`config.mk`:
```
export PLATFORM = sky130hd
export DESIGN_NAME = apb_sfr_bank
export DESIGN_NICKNAME = d
export VERILOG_FILES = /design/src/rtl/apb_sfr_bank.sv
export SDC_FILE = /design/constraint.sdc
export NUM_CORES = 1
export LEC_CHECK = 0
export BUFFER_PORTS_ARGS = -buffer_cell sky130_fd_sc_hd__clkbuf_2
export CAP_MARGIN = 30
export CORE_MARGIN = 2
export CORE_UTILIZATION = 25
export CTS_CLUSTER_DIAMETER = 150
export CTS_CLUSTER_SIZE = 25
export DETAILED_ROUTE_END_ITERATION = 16
export GPL_ROUTABILITY_DRIVEN = 0
export PLACE_DENSITY_LB_ADDON = 0.1
export SLEW_MARGIN = 20
export SYNTH_ARGS = -nofsm -noshare
export SYNTH_HDL_FRONTEND = slang
export SYNTH_SLANG_ARGS = --single-unit
```
`constraint.sdc`:
```
create_clock -name PCLK -period 1.36 [get_ports PCLK]
set_input_delay 0.204 -clock PCLK [delete_from_list [all_inputs] [get_ports PCLK]]
set_output_delay 0.204 -clock PCLK [all_outputs]
set_load 0.05 [all_outputs]
```
`src/rtl/apb_sfr_bank.sv`:
```
`default_nettype none
// ---------------------------------------------------------------------------
// apb_sfr_bank : APB4 register bank with byte strobes, wait states and PSLVERR.
// Optional sticky lock register: define APB_SFR_BANK_LOCK_EN.   Rev 1.0
// ---------------------------------------------------------------------------
module apb_sfr_bank #(
  parameter int          NUM_REGS    = 4,
  parameter int          ADDR_WIDTH  = 8,
  parameter int          WAIT_STATES = 0,
  parameter logic [31:0] RESET_VALUE = 32'h0
) (
  input  logic                     PCLK,
  input  logic                     PRESETn,
  input  logic [ADDR_WIDTH-1:0]    PADDR,
  input  logic                     PSEL,
  input  logic                     PENABLE,
  input  logic                     PWRITE,
  input  logic [31:0]              PWDATA,
  input  logic [3:0]               PSTRB,
  output logic                     PREADY,
  output logic [31:0]              PRDATA,
  output logic                     PSLVERR,
  output logic [32*NUM_REGS-1:0]   sfr_o
);

  localparam logic [3:0]  c_wait_init = 4'(WAIT_STATES);
  localparam logic [31:0] c_num_regs  = 32'(NUM_REGS);

  typedef enum logic {ST_IDLE = 1'b0, ST_WAIT = 1'b1} state_t;

  state_t      state_q;
  logic [3:0]  cnt_q;
  logic        ready_q;
  logic [31:0] regs_q [NUM_REGS];
  logic [31:0] regs_d [NUM_REGS];

  logic [31:0] w_idx;
  logic        w_misalign;
  logic        w_is_data;
  logic        w_complete;
  logic        w_err;

  assign w_idx      = 32'(PADDR[ADDR_WIDTH-1:2]);
  assign w_misalign = |PADDR[1:0];
  assign w_is_data  = (w_idx < c_num_regs);
  assign w_complete = PSEL & PENABLE & ready_q;

`ifdef APB_SFR_BANK_LOCK_EN
  logic lock_q;
  logic lock_d;
  logic w_is_lock;

  assign w_is_lock = (w_idx == c_num_regs);
  // Reads of data registers stay legal while locked; only writes are refused.
  assign w_err = w_misalign | ~(w_is_data | w_is_lock) | (PWRITE & w_is_data & lock_q);

  always_comb begin
    lock_d = lock_q | (w_complete & PWRITE & ~w_err & w_is_lock & PSTRB[0] & PWDATA[0]);
  end

  always_ff @(posedge PCLK or negedge PRESETn) begin
    if (!PRESETn) lock_q <= 1'b0;
    else          lock_q <= lock_d;
  end
`else
  assign w_err = w_misalign | ~w_is_data;
`endif

  // PREADY is held in ready_q so it tracks the state register exactly.
  always_ff @(posedge PCLK or negedge PRESETn) begin
    if (!PRESETn) begin
      state_q <= ST_IDLE;
      cnt_q   <= 4'd0;
      ready_q <= 1'b1;
    end else begin
      case (state_q)
        ST_IDLE: begin
          if (PSEL && !PENABLE) begin
            cnt_q <= c_wait_init;
            if (c_wait_init != 4'd0) begin
              state_q <= ST_WAIT;
              ready_q <= 1'b0;
            end
          end
        end
        ST_WAIT: begin
          if (!PSEL) begin
            state_q <= ST_IDLE;
            cnt_q   <= 4'd0;
            ready_q <= 1'b1;
          end else begin
            cnt_q <= cnt_q - 4'd1;
            if (cnt_q == 4'd1) begin
              state_q <= ST_IDLE;
              ready_q <= 1'b1;
            end
          end
        end
        default: begin
          state_q <= ST_IDLE;
          ready_q <= 1'b1;
        end
      endcase
    end
  end

  always_comb begin
    for (int i = 0; i < NUM_REGS; i++) begin
      regs_d[i] = regs_q[i];
    end
    if (w_complete && PWRITE && !w_err && w_is_data) begin
      for (int i = 0; i < NUM_REGS; i++) begin
        if (w_idx == 32'(i)) begin
          for (int k = 0; k < 4; k++) begin
            if (PSTRB[k]) regs_d[i][8*k +: 8] = PWDATA[8*k +: 8];
          end
        end
      end
    end
  end

  always_ff @(posedge PCLK or negedge PRESETn) begin
    if (!PRESETn) begin
      for (int i = 0; i < NUM_REGS; i++) regs_q[i] <= RESET_VALUE;
    end else begin
      for (int i = 0; i < NUM_REGS; i++) regs_q[i] <= regs_d[i];
    end
  end

  always_comb begin
    PRDATA = 32'h0;
    if (w_complete && !PWRITE && !w_err) begin
      for (int i = 0; i < NUM_REGS; i++) begin
        if (w_idx == 32'(i)) PRDATA = regs_q[i];
      end
`ifdef APB_SFR_BANK_LOCK_EN
      if (w_is_lock) PRDATA = {31'b0, lock_q};
`endif
    end
  end

  assign PREADY  = ready_q;
  assign PSLVERR = w_complete & w_err;

  generate
    for (genvar i = 0; i < NUM_REGS; i++) begin : g_sfr
      assign sfr_o[32*i +: 32] = regs_q[i];
    end
  endgenerate

endmodule
`default_nettype wire

```
==> impl_metrics.csv <==
group,metric,value,unit
worst_setup_path,crit_path_top_delay_cell,"nor4_4",
clock_network,cts_buffer_depth,2,
drt,drc,0,
yosys,syn_inst,401,
status,violations,"negative setup slack",
power_and_ir_drop,p_int,0.00733,W
grt,track_usage,16.6,%
yosys,synthesis.area,0.00616,sq mm
timing,rsz0062_at_grt,"true",
yosys,synth_common_cells,"128 x dfrtp_1, 127 x mux2_2, 33 x nor2b_1",
worst_setup_path,cp.arrival,1.62,ns
grt,first_global_vias,5639,
die,die_area,0.0259,sq mm
cells_and_area,largest_register_ffs,128,
power_and_ir_drop,power.static_leakage,5.60,nW
yosys,yosysWarnings,0,
yosys,synth_ff_type,"dfrtp_1",
die,die_y,161,microns
cells_and_area,syn_to_final_growth,79.8,%
yosys,yosysTopAreaCellShare,52.0,%
drt,vias,4891,
worst_setup_path,cp-start-kind,"input port",
timing,hold_viol,0,
drt,routed_wirelength,20800,microns
worst_setup_path,slowest_delay,0.32,ns
worst_setup_path,r2r_start,"sfr_o[24]",
drt,drtAntennaViolNets,0,
power_and_ir_drop,powerDensity,870,mW/mm^2
power_and_ir_drop,combPwrFrac,9.0,%
timing,layout_min_cycle_time,1.83,ns
drt,wl_per_cell,18.7,microns
worst_setup_path,critPathRequiredTime,1.16,ns
run,cap_viol_max_count,0,
power_and_ir_drop,netSwitchingFraction,23.9,%
clock_network,clock_latency,0.40,ns
power_and_ir_drop,clockPowerShare,50.9,%
clock_network,cts_tree,"done",
worst_setup_path,cp-startpoint,"PADDR[7]",
cells_and_area,nNetsFinal,823,
timing,fmax,547,MHz
timing,min_period_over_period,134,%
placed_design,io_buffers,209,
clock_network,cts_buffers,17,
grt,grt_pass1_wl,32800,microns
die,rows,57,
clock_network,htreeDepth,4,
yosys,async_reset_ff_share,100,%
timing,setup_viol,104,
die,die_w,161,microns
yosys,synth_edf_count,0,
yosys,ys_types,26,
clock_network,clk_pin_slew_worst_paths,0.06,ns
placed_design,dp_slack,-0.645,ns
grt,overflow,0,
drt,via_per_inst,4.40,
worst_hold_path,hold_path.class,"in -> reg",
yosys,synth_top_cell_by_area,"dfrtp_1",
yosys,synth-seq-cells,128,
worst_setup_path,path_class,"in -> out",
clock_network,cts-root-buf,"clkbuf_16",
power_and_ir_drop,switchingPower,0.00230,W
die,start_util,25.4,%
worst_hold_path,hp-start,"PWDATA[17]",
placed_design,hpwl,15100,microns
yosys,synth_most_common_cell,"dfrtp_1",
drt,firstDrtPassIters,5,
worst_setup_path,crit_chain,"buf_6 -> nor4_4 -> buf_4 -> nand3b_1 -> buf_6 -> buf_4 -> a211oi_4 -> buf_12",
cells_and_area,drive_gt1_share,77.9,%
yosys,synth_nets,450,
timing,skew,0,ns
die,io_pins,211,
clock_network,cts_sinks,128,
die,fp.coreArea,0.0242,sq mm
status,run_status,"complete, but fails checks",
yosys,ys_seq_area_share,52.0,%
drt,drtIter0Drc,122,
timing,maxSlewViolCount,0,
timing,holdWs,0.0678,ns
yosys,synth.avg_cell_area,15.4,sq um
grt,antenna_found_initial,1,
power_and_ir_drop,p_seq_share,40.0,%
worst_setup_path,end_kind,"primary output",
grt,grt_max_degree,49,
worst_setup_path,cp_max_fo,5,
power_and_ir_drop,ir_drop,649,uV
placed_design,place_area,0.00949,sq mm
yosys,ys_top_cells_by_area,"dfrtp_1 52%, mux2_2 23%, mux4_2 7.7%",
cells_and_area,nFillCells,2257,
timing,setup_ws,-0.468,ns
cells_and_area,n_antenna_cell,0,
cells_and_area,final_area,0.0111,sq mm
cells in the final DEF, fill, tap and decap left out, types with 16 or more instances in the layout:
cell,count
mux4_2,21
buf_6,18
mux2_2,122
clkbuf_16,20
buf_8,32
buf_12,42
clkbuf_2,74
dfrtp_1,128
buf_4,185
nand4_4,16
clkbuf_8,20
power groups by stage:
| stage | clock (W) | sequential, W | combinational [W] |
|---|---|---|---|
| 3_5_place_dp | 0 | 0.00393 | 0.000821 |
| 4_1_cts | 0.00505 | 0.00386 | 0.000861 |
| 6_report | 0.00491 | 0.00386 | 0.000868 |
| 2_1_floorplan | 0 | 0.00404 | 0.000243 |
| 3_3_place_gp | 0 | 0.00392 | 0.000813 |
| 5_1_grt | 0.00523 | 0.00386 | 0.000939 |
per-stage QoR:
step	power, W	std cells	setup TNS, ns	util (%)
after floorplan	0.00428	401	-13.49	-
after global placement	0.00474	1073	-65.21	39.1
after detailed placement	0.00475	1073	-67.05	39.1
after CTS	0.00977	1110	-18.31	44.7
after global routing	0.0100	1111	-24.99	45.7
final	0.00963	1111	-16.04	45.7
cells by family after synthesis:
kind of cell / after synthesis / share of synthesized area [%]
AND/OR/NAND/NOR: 63 / 9.69
multiplexers: 160 / 32.9
other: 1 / 0.0609
buffers and inverters: 26 / 2.58
AO/OA/AOI/OAI: 23 / 2.76
flip-flops: 128 / 52.0
worst paths after layout:
| check | cells past startpoint | slack (ns) | to |
|---|---|---|---|
| max | 8 | -0.47 | PRDATA[12] |
| min | 2 | 0.07 | sfr_o[81] |
| max reg2reg | 2 | 0.45 | sfr_o[24] |
| min reg2reg | 1 | 0.53 | sfr_o[20] |
| max in group asynchronous | 3 | 0.54 | sfr_o[50] |
| min in group asynchronous | 2 | 0.23 | sfr_o[59] |
timing repair:
item                                    CTS  global route
endpoints found under the setup margin  143           233
endpoints found under the hold margin    16             0
pin swaps                                 4             2
gates resized for setup                 179           136
buffers inserted                          6            14
gates cloned                              1             0
hold buffers                              1             0
metal layers:
layer / track usage, % / routed length [microns] / vias to the layer above / part of all wire, %
met3: 5.08 / 1280 / 12 / 6.1
met2: 28.1 / 10200 / 141 / 49
li1: - / - / 2250 / -
met4: 4.06 / 200 / 2 / 0.96
met5: 0 / 7 / - / 0.034
met1: 20.8 / 9100 / 2486 / 44
cell type report:
| class | instances | area [sq um] | area share (%) |
|---|---|---|---|
| clock buffer | 19 | 443 | 4.00 |
| timing repair buffer | 380 | 3690 | 33.3 |
| clock inverter | 13 | 188 | 1.69 |
| multi-input combinational | 247 | 3150 | 28.4 |
| tap | 324 | 405 | 3.66 |
| sequential | 128 | 3200 | 28.9 |
worst max-delay path, delay by kind of cell:
| family | cells | cell delay (ns) |
|---|---|---|
| AO/OA/AOI/OAI | 1 | 0.20 |
| buffers and inverters | 5 | 0.80 |
| AND/OR/NAND/NOR | 2 | 0.41 |
No activity file was read; power rests on OpenSTA's default activity.
